==> src/rtl/fir_param_engine_if.sv <==
// rtl/fir_param_engine_if.sv - memory port bundle between the FIR engine and the dual-port sample memory
// Ports (master = engine side):
//   mem_addr_a     read address, port A (data returns one cycle later)
//   mem_data_out_a read data, port A
//   mem_addr_b     write address, port B
//   mem_we_b       write enable, port B
//   mem_data_in_b  write data, port B
interface fir_param_engine_if #(
    parameter int ADDR_W = 10,
    parameter int DATA_W = 8
);
    logic        [ADDR_W-1:0] mem_addr_a;
    logic signed [DATA_W-1:0] mem_data_out_a;
    logic        [ADDR_W-1:0] mem_addr_b;
    logic                     mem_we_b;
    logic signed [DATA_W-1:0] mem_data_in_b;

    modport master (
        output mem_addr_a,
        input  mem_data_out_a,
        output mem_addr_b,
        output mem_we_b,
        output mem_data_in_b
    );

    modport slave (
        input  mem_addr_a,
        output mem_data_out_a,
        input  mem_addr_b,
        input  mem_we_b,
        input  mem_data_in_b
    );
endinterface

==> src/rtl/fir_param_engine.sv <==
// rtl/fir_param_engine.sv - pipelined programmable FIR over the shared sample memory
// Ports:
//   clk, rst            clock (rising edge), asynchronous active-low reset
//   start, len          run request (sampled in IDLE) and sample count
//   coef_we/idx/data    coefficient write port (accepted while not busy)
//   mem                 memory bundle: port A reads, port B writes
//   busy, done          run in progress, one-cycle completion pulse
//   cycle_count         cycles of the last/current run
//   sat_count           clamped outputs of the last/current run (sticky at max)
module fir_param_engine #(
    parameter int DATA_W   = 8,
    parameter int COEF_W   = 8,
    parameter int TAPS     = 5,
    parameter int ADDR_W   = 10,
    parameter int SRC_BASE = 0,
    parameter int DST_BASE = 512,
    parameter int SHIFT    = 0
) (
    input  logic                       clk,
    input  logic                       rst,
    input  logic                       start,
    input  logic [ADDR_W-1:0]          len,
    input  logic                       coef_we,
    input  logic [$clog2(TAPS)-1:0]    coef_idx,
    input  logic signed [COEF_W-1:0]   coef_data,
    fir_param_engine_if.master         mem,
    output logic                       busy,
    output logic                       done,
    output logic [31:0]                cycle_count,
    output logic [15:0]                sat_count
);
    localparam int PROD_W = DATA_W + COEF_W;
    localparam int ACC_W  = PROD_W + $clog2(TAPS);
    // One guard bit so adding the rounding constant cannot overflow.
    localparam int RND_W  = ACC_W + 1;
    localparam logic signed [RND_W-1:0] RND_C = RND_W'((1 << SHIFT) >> 1);
    localparam logic signed [RND_W-1:0] MAX_C = RND_W'(2 ** (DATA_W - 1) - 1);
    localparam logic signed [RND_W-1:0] MIN_C = RND_W'(-(2 ** (DATA_W - 1)));

    typedef enum logic [1:0] {S_IDLE, S_RUN, S_DRAIN, S_DONE} state_t;

    state_t                    state_q, state_d;
    logic [ADDR_W-1:0]         len_q, len_d;
    logic [ADDR_W-1:0]         rd_idx_q, rd_idx_d;
    logic [ADDR_W-1:0]         wr_idx_q, wr_idx_d;
    logic [ADDR_W-1:0]         addr_b_q, addr_b_d;
    logic                      dat_v_q, dat_v_d;
    logic                      win_v_q, win_v_d;
    logic                      prod_v_q, prod_v_d;
    logic                      sum_v_q, sum_v_d;
    logic                      we_q, we_d;
    logic signed [DATA_W-1:0]  win_q  [TAPS];
    logic signed [DATA_W-1:0]  win_d  [TAPS];
    logic signed [COEF_W-1:0]  h_q    [TAPS];
    logic signed [COEF_W-1:0]  h_d    [TAPS];
    logic signed [PROD_W-1:0]  prod_q [TAPS];
    logic signed [PROD_W-1:0]  prod_d [TAPS];
    logic signed [ACC_W-1:0]   sum_q, sum_d;
    logic signed [DATA_W-1:0]  dout_q, dout_d;
    logic [31:0]               cyc_q, cyc_d;
    logic [15:0]               sat_q, sat_d;

    logic                      accept;
    logic                      run_last;
    logic signed [RND_W-1:0]   rnd_v;
    logic signed [DATA_W-1:0]  sat_v;
    logic                      sat_hit;

    assign accept   = (state_q == S_IDLE) && start;
    assign run_last = (rd_idx_q + ADDR_W'(1)) == len_q;

    // State register and all datapath flops.
    always_ff @(posedge clk or negedge rst) begin
        if (!rst) begin
            state_q  <= S_IDLE;
            len_q    <= '0;
            rd_idx_q <= '0;
            wr_idx_q <= '0;
            addr_b_q <= '0;
            dat_v_q  <= 1'b0;
            win_v_q  <= 1'b0;
            prod_v_q <= 1'b0;
            sum_v_q  <= 1'b0;
            we_q     <= 1'b0;
            sum_q    <= '0;
            dout_q   <= '0;
            cyc_q    <= '0;
            sat_q    <= '0;
            for (int k = 0; k < TAPS; k++) begin
                win_q[k]  <= '0;
                prod_q[k] <= '0;
                h_q[k]    <= COEF_W'(1);
            end
        end else begin
            state_q  <= state_d;
            len_q    <= len_d;
            rd_idx_q <= rd_idx_d;
            wr_idx_q <= wr_idx_d;
            addr_b_q <= addr_b_d;
            dat_v_q  <= dat_v_d;
            win_v_q  <= win_v_d;
            prod_v_q <= prod_v_d;
            sum_v_q  <= sum_v_d;
            we_q     <= we_d;
            sum_q    <= sum_d;
            dout_q   <= dout_d;
            cyc_q    <= cyc_d;
            sat_q    <= sat_d;
            win_q    <= win_d;
            prod_q   <= prod_d;
            h_q      <= h_d;
        end
    end

    // Next state. DRAIN ends while the final write is on the bus: the
    // pipeline has no bubbles, so that is the only cycle with a write
    // pending and nothing left in the sum stage.
    always_comb begin
        state_d = state_q;
        case (state_q)
            S_IDLE:  if (start) state_d = (len == '0) ? S_DONE : S_RUN;
            S_RUN:   if (run_last) state_d = S_DRAIN;
            S_DRAIN: if (we_q && !sum_v_q) state_d = S_DONE;
            default: state_d = S_IDLE;
        endcase
    end

    // FSM outputs.
    always_comb begin
        busy = (state_q == S_RUN) || (state_q == S_DRAIN);
        done = (state_q == S_DONE);
    end

    // Round then clamp the registered accumulator.
    always_comb begin
        rnd_v   = (RND_W'(sum_q) + RND_C) >>> SHIFT;
        sat_hit = 1'b1;
        if (rnd_v > MAX_C) begin
            sat_v = MAX_C[DATA_W-1:0];
        end else if (rnd_v < MIN_C) begin
            sat_v = MIN_C[DATA_W-1:0];
        end else begin
            sat_v   = rnd_v[DATA_W-1:0];
            sat_hit = 1'b0;
        end
    end

    // Pipeline: read issue -> data -> window -> products -> sum -> write.
    always_comb begin
        len_d    = len_q;
        rd_idx_d = rd_idx_q;
        wr_idx_d = wr_idx_q;
        addr_b_d = addr_b_q;
        dout_d   = dout_q;
        cyc_d    = cyc_q;
        sat_d    = sat_q;
        h_d      = h_q;
        win_d    = win_q;
        dat_v_d  = (state_q == S_RUN);
        win_v_d  = dat_v_q;
        prod_v_d = win_v_q;
        sum_v_d  = prod_v_q;
        we_d     = sum_v_q;

        // A write on the start edge lands before the first product uses it.
        if (coef_we && !busy && (int'(coef_idx) < TAPS)) begin
            h_d[coef_idx] = coef_data;
        end

        if (accept) begin
            len_d    = len;
            rd_idx_d = '0;
            wr_idx_d = '0;
            cyc_d    = 32'd1;
            sat_d    = '0;
            // Fresh zero history: no sample from a previous run leaks in.
            for (int k = 0; k < TAPS; k++) begin
                win_d[k] = '0;
            end
        end else begin
            if (busy) cyc_d = cyc_q + 32'd1;
            if (state_q == S_RUN) rd_idx_d = rd_idx_q + ADDR_W'(1);
            if (dat_v_q) begin
                win_d[0] = mem.mem_data_out_a;
                for (int k = 1; k < TAPS; k++) begin
                    win_d[k] = win_q[k-1];
                end
            end
            if (sum_v_q) begin
                addr_b_d = ADDR_W'(DST_BASE) + wr_idx_q;
                wr_idx_d = wr_idx_q + ADDR_W'(1);
                dout_d   = sat_v;
                if (sat_hit && (sat_q != 16'hFFFF)) sat_d = sat_q + 16'd1;
            end
        end

        for (int k = 0; k < TAPS; k++) begin
            prod_d[k] = PROD_W'(win_q[k]) * PROD_W'(h_q[k]);
        end

        sum_d = '0;
        for (int k = 0; k < TAPS; k++) begin
            sum_d = sum_d + ACC_W'(prod_q[k]);
        end
    end

    assign mem.mem_addr_a    = (state_q == S_RUN) ? (ADDR_W'(SRC_BASE) + rd_idx_q) : '0;
    assign mem.mem_addr_b    = addr_b_q;
    assign mem.mem_we_b      = we_q;
    assign mem.mem_data_in_b = dout_q;
    assign cycle_count       = cyc_q;
    assign sat_count         = sat_q;
endmodule

==> src/flat_wrapper.sv <==
// flat-port wrapper written by rule: the top's interface ports become plain ports
module fir_param_engine_flat 
#(
    parameter int DATA_W   = 8,
    parameter int COEF_W   = 8,
    parameter int TAPS     = 5,
    parameter int ADDR_W   = 10,
    parameter int SRC_BASE = 0,
    parameter int DST_BASE = 512,
    parameter int SHIFT    = 0
)
  (clk, rst, start, len, coef_we, coef_idx, coef_data, busy, done, cycle_count, sat_count, mem_mem_addr_a, mem_mem_data_out_a, mem_mem_addr_b, mem_mem_we_b, mem_mem_data_in_b);
  fir_param_engine_if #(.ADDR_W(ADDR_W), .DATA_W(DATA_W)) mem_i ();
  input  logic clk;
  input  logic rst;
  input  logic start;
  input  logic [ADDR_W-1:0] len;
  input  logic coef_we;
  input  logic [$clog2(TAPS)-1:0] coef_idx;
  input  logic signed [COEF_W-1:0] coef_data;
  output logic busy;
  output logic done;
  output logic [31:0] cycle_count;
  output logic [15:0] sat_count;
  output wire logic [$bits(mem_i.mem_addr_a)-1:0] mem_mem_addr_a;
  input wire logic [$bits(mem_i.mem_data_out_a)-1:0] mem_mem_data_out_a;
  output wire logic [$bits(mem_i.mem_addr_b)-1:0] mem_mem_addr_b;
  output wire logic [$bits(mem_i.mem_we_b)-1:0] mem_mem_we_b;
  output wire logic [$bits(mem_i.mem_data_in_b)-1:0] mem_mem_data_in_b;
  assign mem_mem_addr_a = mem_i.mem_addr_a;
  assign mem_i.mem_data_out_a = mem_mem_data_out_a;
  assign mem_mem_addr_b = mem_i.mem_addr_b;
  assign mem_mem_we_b = mem_i.mem_we_b;
  assign mem_mem_data_in_b = mem_i.mem_data_in_b;
  fir_param_engine #(.DATA_W(DATA_W), .COEF_W(COEF_W), .TAPS(TAPS), .ADDR_W(ADDR_W), .SRC_BASE(SRC_BASE), .DST_BASE(DST_BASE), .SHIFT(SHIFT)) u_core (.clk(clk), .rst(rst), .start(start), .len(len), .coef_we(coef_we), .coef_idx(coef_idx), .coef_data(coef_data), .mem(mem_i), .busy(busy), .done(done), .cycle_count(cycle_count), .sat_count(sat_count));
endmodule
==> config.mk <==
export PLATFORM = sky130hd
export DESIGN_NAME = fir_param_engine_flat
export DESIGN_NICKNAME = d
export VERILOG_FILES = /design/src/rtl/fir_param_engine_if.sv /design/src/rtl/fir_param_engine.sv /design/src/flat_wrapper.sv
export SDC_FILE = /design/constraint.sdc
export NUM_CORES = 1
export LEC_CHECK = 0
export ABC_CLOCK_PERIOD_IN_PS = 6300
export BUFFER_PORTS_ARGS = -buffer_cell sky130_fd_sc_hd__buf_2
export CAP_MARGIN = 10
export CORE_MARGIN = 5
export CORE_UTILIZATION = 64
export DETAILED_ROUTE_END_ITERATION = 8
export GPL_TIMING_DRIVEN = 0
export PLACE_DENSITY = 0.87
export SETUP_SLACK_MARGIN = 0.3
export SYNTH_ARGS = -nofsm -noshare
export SYNTH_HDL_FRONTEND = slang
export SYNTH_SLANG_ARGS = --single-unit
==> constraint.sdc <==
create_clock -name clk -period 6.3 [get_ports clk]
set_clock_uncertainty 0.15 [all_clocks]
set_input_delay 0.63 -clock clk [delete_from_list [all_inputs] [get_ports clk]]
set_output_delay 0.63 -clock clk [all_outputs]
set_load 0.01 [all_outputs]
==> results of run 1 <==
-- per-stage QoR --
stage | setup WS (ns) | TNS [ns] | cell area, um2
global placement | -0.4699 | -122.10 | 26230
floorplan | 1.528 | 0 | 25020
finish | 0.6576 | 0 | 27510
CTS | 0.5836 | 0 | 27500
detailed placement | 0.6793 | 0 | 26290
global route | 0.3550 | 0 | 27510
-- cell type report --
type                            instances  area (um2)  area share, %
Multi-Input combinational cell       1740       16280          59.19
Sequential cell                       282        7063          25.68
Inverter                              373        1400          5.090
Clock buffer                           50       980.9          3.566
Tap cell                              518       648.1          2.356
Timing Repair Buffer                  114       630.6          2.292
Buffer                                 70       285.3          1.037
Clock inverter                         12       214.0         0.7778
Antenna cell                            1       2.502       0.009097
-- final timing paths --
path,from,to,cells after the start
worst min-delay path,len[8],u_core.len_q[8],3
worst min register to register,u_core.prod_v_q,u_core.sum_v_q,0
max in group asynchronous,rst,u_core.sat_count[9],3
worst max register to register,u_core.prod_q[33],u_core.sum_q[18],18
worst max-delay path,u_core.prod_q[33],u_core.sum_q[18],18
min in group asynchronous,rst,u_core.sum_q[16],2
-- cell usage after synthesis (4+ instances only) --
library cell	number
mux2i_1	47
nand2b_1	45
nor4_1	14
nor2b_1	19
nor3_1	29
o211ai_1	4
dfrtp_1	277
and3_1	14
xnor2_1	106
ha_1	186
nand4_1	21
fa_1	311
mux2_2	48
nor2_1	159
a21oi_1	55
a21boi_0	7
a211oi_1	10
nand2_1	194
or3_1	15
a31oi_1	11
nand3_1	34
buf_1	4
dfstp_2	5
o21bai_1	6
o21ai_0	62
o21a_1	12
or4_1	4
clkbuf_1	61
and4_1	7
xor2_1	57
inv_1	373
and2_1	202
a21o_1	11
-- sequential cells by signal, summed over array words and instances, names as in the netlist --
signal,count
u_core.cycle_count,32
u_core.dat_v_q,1
u_core.h_q,40
u_core.len_q,10
u_core.mem.mem_addr_b,10
u_core.mem.mem_data_in_b,8
u_core.mem.mem_we_b,1
u_core.prod_q,80
u_core.prod_v_d,1
u_core.prod_v_q,1
u_core.rd_idx_q,10
u_core.sat_count,16
u_core.state_q,2
u_core.sum_q,19
u_core.sum_v_q,1
u_core.win_q,40
u_core.wr_idx_q,10
-- worst min-delay path, delay by kind of cell --
family	cells	cell delay (ns)
buf+inv	1	0.09
simple gates	2	0.08
-- repair_timing --
item	4_1_cts	5_1_grt
hold buffers	1	0
endpoints found under the setup margin	0	2
resized for setup	0	1
endpoints found under the hold margin	46	0
setup buffers	0	0
-- per-layer routing --
layer | GRT usage (%) | part of all wire, %
met3 | 4.836 | 6.8
met1 | 35.47 | 38
met2 | 47.42 | 50
met5 | 0 | 0.019
met4 | 12.57 | 4.9
-- cells by family (layout without fill, tap and decap cells) --
| logic type | Yosys count | in the layout | synth area share, % |
|---|---|---|---|
| muxes | 96 | 96 | 4.085 |
| buffers and inverters | 443 | 619 | 6.735 |
| xor gates and xnor gates | 163 | 163 | 5.705 |
| AOI/OAI and AO/OA | 208 | 208 | 5.225 |
| DFF | 282 | 282 | 28.23 |
| and+or+nand+nor | 776 | 776 | 15.84 |
| other | 0 | 1 | 0 |
| adders and majority gates | 497 | 497 | 34.18 |
==> metrics.txt, run 1 <==
status=finished, final reports clean; Worst R2R Setup Slack=roughly 0.66 ns; synth unique cells=71; Crit. End Element=register; Netlist Area Pre-Place=0.02502 mm2; first-pass GRT wire length=99.38 mm; Largest delay share family, worst path=compound AO/OA/AOI/OAI gates; DRC Markers=0; CTS tree=done; Final Wtd Congestion=0.9359; clock slew at reported path FFs=0.06 ns; worst-path maximum fanout=3; area leader, netlist=dfrtp_1; Hold Slack=roughly 0.15 ns; Final Max Tran Viols=0; layout cells sized above 1=9.050%; Skew-Pair Late Insertion Delay=0.54 ns; Most used DFF post-synth=dfrtp_1; Post-synth EDFFs=0; slew margin rel.=13.34%; port bufs=111; I/O pins=roughly 110; cell mode on critical path=fa_1; Syn. warnings=0; Synth area leaders=dfrtp_1 28%, fa_1 25%, ha_1 9.3%, inv_1 5.6%, and2_1 5.1%; Synth Area per Inst=10.15 um2; critical path required time=6.58 ns; Clock Sinks=around 280; period utilization=about 90%; most common cell after layout, fill and taps aside=inv_1; vias in the first global route=19.85k; Critical Path Start Type=register; Yosys top cell area share=between 20% and 30%; commonest cells after routing, fill and taps aside=373 x inv_1, 311 x fa_1, 277 x dfrtp_1; Mapped Cells=2465; Vias per Instance=5.778; overall die width=207.7 um; placed insts=3096; final net count=between 3k and 4k; Total Wirelength=a little under 60 mm; Worst Path Arrival=5.92 ns; core area=about 0.039 mm2; max incr delay on CP=0.60 ns; Final Util=71.18%; GRT Residual Overflow=0; Final Hold Viols=0; fin crit period=5.642 ns; Pre-antenna DRT Iters=5; Worst Max-Slew Pin Slew=1.300 ns; Initial Utilization=64.75%; CTS H-tree lvls=2; DP HPWL=44.93 mm; TritonCTS Buffers=34; hold crit path type=input port to register; Layout area overhead=9.925%; CP bufs+invs=1; cells along the critical path=fa_1, ha_1, fa_1, a21oi_1, o21bai_1, o21ai_0, a21oi_1, o41ai_2, a2bb2oi_1, o311ai_0, fa_1, inv_1, ha_1, a21o_1, a211oi_1, nand2b_1, a31oi_1, xnor2_1; Synth Register Bits=about 280; Setup Viol. Count Final=0; wire per inst=roughly 19 um; Critical Setup Path Class=register to register; largest net degree at the start of global routing=between 100 and 150; DIE AREA=0.04315 mm2; all-layer global routing usage=27.94%; Max Root-Sink Buffers=3; RSZ-0062 raised after global routing=false; Async SR Flop Fraction=100.0%; Fmax=177.2 MHz; Non-Filler Instances=3160; register area share after synthesis=28.23%; initial antenna violation count=3; Root Buffer=clkbuf_16; Final ANT Viol Nets=0; via count=18.26k; MaxCap Viol Count=0; Fillers=2523; Worst path slowest cell=fa_1; Die Y=207.7 um; detailed router's first-iteration violation count=1310; Syn Nets=2995; site row count=72
Power of run 1 is not shown: default switching activity piles up to over one toggle a cycle in this logic, so the estimate is an artifact.
==> run 2: changes to the inputs <==
--- a/config.mk
+++ b/config.mk
@@ -9,10 +9,11 @@
 export BUFFER_PORTS_ARGS = -buffer_cell sky130_fd_sc_hd__buf_2
 export CAP_MARGIN = 10
 export CORE_MARGIN = 5
-export CORE_UTILIZATION = 64
+export CORE_UTILIZATION = 65
+export CTS_BUF_LIST = sky130_fd_sc_hd__clkbuf_2 sky130_fd_sc_hd__clkbuf_4 sky130_fd_sc_hd__clkbuf_8
 export DETAILED_ROUTE_END_ITERATION = 8
 export GPL_TIMING_DRIVEN = 0
-export PLACE_DENSITY = 0.87
+export PLACE_DENSITY = 0.89
 export SETUP_SLACK_MARGIN = 0.3
 export SYNTH_ARGS = -nofsm -noshare
 export SYNTH_HDL_FRONTEND = slang
==> metrics.txt, run 2 (synthesized netlist as in run 1, its figures left out) <==
Total Wirelength=58.76 mm (was 59.06 mm); overall die width=206.2 um (was 207.7 um); initial antenna violation count=1 (was 3); Clock Sinks=282 (unchanged); Initial Utilization=66.12% (was 64.75%); fin crit period=5.778 ns (was 5.642 ns); Final ANT Viol Nets=0 (unchanged); # resized after CTS=0 (unchanged); Crit. End Element=register (unchanged); placed insts=3089 (was 3096); Non-Filler Instances=3178 (was 3160); Fillers=2520 (was 2523); Layout area overhead=9.000% (was 9.925%); max incr delay on CP=0.62 ns (was 0.60 ns); all-layer global routing usage=28.83% (was 27.94%); via count=18.18k (was 18.26k); Critical Setup Path Class=register to register (unchanged); detailed router's first-iteration violation count=1383 (was 1310); Worst Max-Slew Pin Slew=1.370 ns (was 1.300 ns); commonest cells after routing, fill and taps aside=373 x inv_1, 311 x fa_1, 277 x dfrtp_1 (unchanged); DIE AREA=0.04252 mm2 (was 0.04315 mm2); Final Util=72.08% (was 71.18%); max FFs per register=80 (unchanged); slew margin rel.=8.649% (was 13.34%); TritonCTS Buffers=49 (was 34); hold crit path type=input port to register (unchanged); Setup TNS Final=0 ns (unchanged); period utilization=91.72% (was 89.56%); I/O pins=112 (unchanged); Worst Path Arrival=6.17 ns (was 5.92 ns); cells along the critical path=fa_1, ha_1, fa_1, a21oi_1, o21bai_1, o21ai_0, a21oi_1, o41ai_1, a2bb2oi_1, o311ai_0, fa_1, inv_1, ha_1, a21o_1, a211oi_1, nand2b_1, a31oi_1, xnor2_1 (was fa_1, ha_1, fa_1, a21oi_1, o21bai_1, o21ai_0, a21oi_1, o41ai_2, a2bb2oi_1, o311ai_0, fa_1, inv_1, ha_1, a21o_1, a211oi_1, nand2b_1, a31oi_1, xnor2_1); Root Buffer=clkbuf_8 (was clkbuf_16); core area=0.03784 mm2 (was 0.03865 mm2); CP bufs+invs=1 (unchanged); critical path required time=6.69 ns (was 6.58 ns); Largest delay share family, worst path=compound AO/OA/AOI/OAI gates (unchanged); first-pass GRT wire length=97.59 mm (was 99.38 mm); RSZ-0062 raised after global routing=false (unchanged); DRC Markers=0 (unchanged); post-route cell area=0.02728 mm2 (was 0.02751 mm2); Final Max Tran Viols=0 (unchanged); clock slew at reported path FFs=0.06 ns (about the same); Vias per Instance=5.722 (was 5.778); Reg area=0.007063 mm2 (unchanged); Die Y=206.2 um (was 207.7 um); Final Hold Viols=0 (unchanged); Final Wtd Congestion=0.8958 (was 0.9359); site row count=71 (was 72); Worst path slowest cell=o41ai_1 (was fa_1); Skew-Pair Late Insertion Delay=0.65 ns (was 0.54 ns); Pre-antenna DRT Iters=5 (unchanged); CTS H-tree lvls=2 (unchanged); status=finished, final reports clean (unchanged); Setup Viol. Count Final=0 (unchanged); wire per inst=18.49 um (was 18.69 um); Placed Area=0.02628 mm2 (was 0.02629 mm2); Max Root-Sink Buffers=3 (unchanged); top flop regs=u_core.prod_q (80), u_core.h_q (40), u_core.win_q (40) (unchanged); Critical Path Start Type=register (unchanged); MaxCap Viol Count=0 (unchanged); largest net degree at the start of global routing=127 (was 130); port bufs=111 (unchanged); CTS tree=done (unchanged); layout cells sized above 1=10.13% (was 9.050%); final net count=3161 (was 3145); GRT Residual Overflow=0 (unchanged); most common cell after layout, fill and taps aside=inv_1 (unchanged); Biggest register=u_core.prod_q (unchanged); vias in the first global route=19.43k (was 19.85k); worst-path maximum fanout=3 (unchanged); DP HPWL=45.42 mm (was 44.93 mm); Fmax=173.1 MHz (was 177.2 MHz); cell mode on critical path=fa_1 (unchanged); multi-input combinational cell area=0.01628 mm2 (about the same)
[run 2: layer usage]
layer	up-vias	share of wire (%)	global-route usage (%)	routed length (um)
met2	704	49	47.95	29030
li1	8150	-	-	-
met4	0	5.6	14.19	3277
met3	210	6.4	4.676	3763
met1	9120	39	37.08	22690
met5	-	0	0	0
[run 2: per-stage QoR]
step           worst slack (ns)  hold WS, ns
2_1_floorplan             1.528       0.1812
3_3_place_gp            -0.4786       0.1867
3_5_place_dp             0.6688       0.1905
4_1_cts                  0.6269     0.007615
5_1_grt                  0.3564      0.03889
6_report                 0.5219      0.04083
[run 2: final cells by class]
cell class | count | area share, %
Clock buffer | 70 | 3.165
Timing Repair Buffer | 115 | 2.349
Antenna cell | 2 | 0.01835
Multi-Input combinational cell | 1740 | 59.67
Sequential cell | 282 | 25.89
Inverter | 373 | 5.133
Clock inverter | 15 | 0.3807
Tap cell | 511 | 2.344
Buffer | 70 | 1.046
[run 2: worst paths after layout]
| check | startpoint | end | slack [ns] | cells after the start |
|---|---|---|---|---|
| setup / recovery | u_core.prod_q[33] | u_core.sum_q[18] | 0.52 | 18 |
| hold / removal | len[6] | u_core.len_q[6] | 0.04 | 3 |
| setup reg to reg | u_core.prod_q[33] | u_core.sum_q[18] | 0.52 | 18 |
| hold reg to reg | u_core.prod_v_q | u_core.sum_v_q | 0.20 | 0 |
| max in group asynchronous | rst | u_core.win_q[35] | 4.26 | 4 |
| min in group asynchronous | rst | u_core.sum_q[12] | 0.32 | 2 |
[run 2: tightest hold or removal path, delay by kind of cell]
family	cells	cell delay [ns]
and+or+nand+nor	2	0.09
buffers and inverters	1	0.09
[run 2: what timing repair did]
| action | in CTS | in global routing |
|---|---|---|
| hold buffers | 2 | 0 |
| endpoints found under the hold margin | 36 | 0 |
| buffers inserted | 0 | 0 |
Power of run 2 is left out for the same reason.
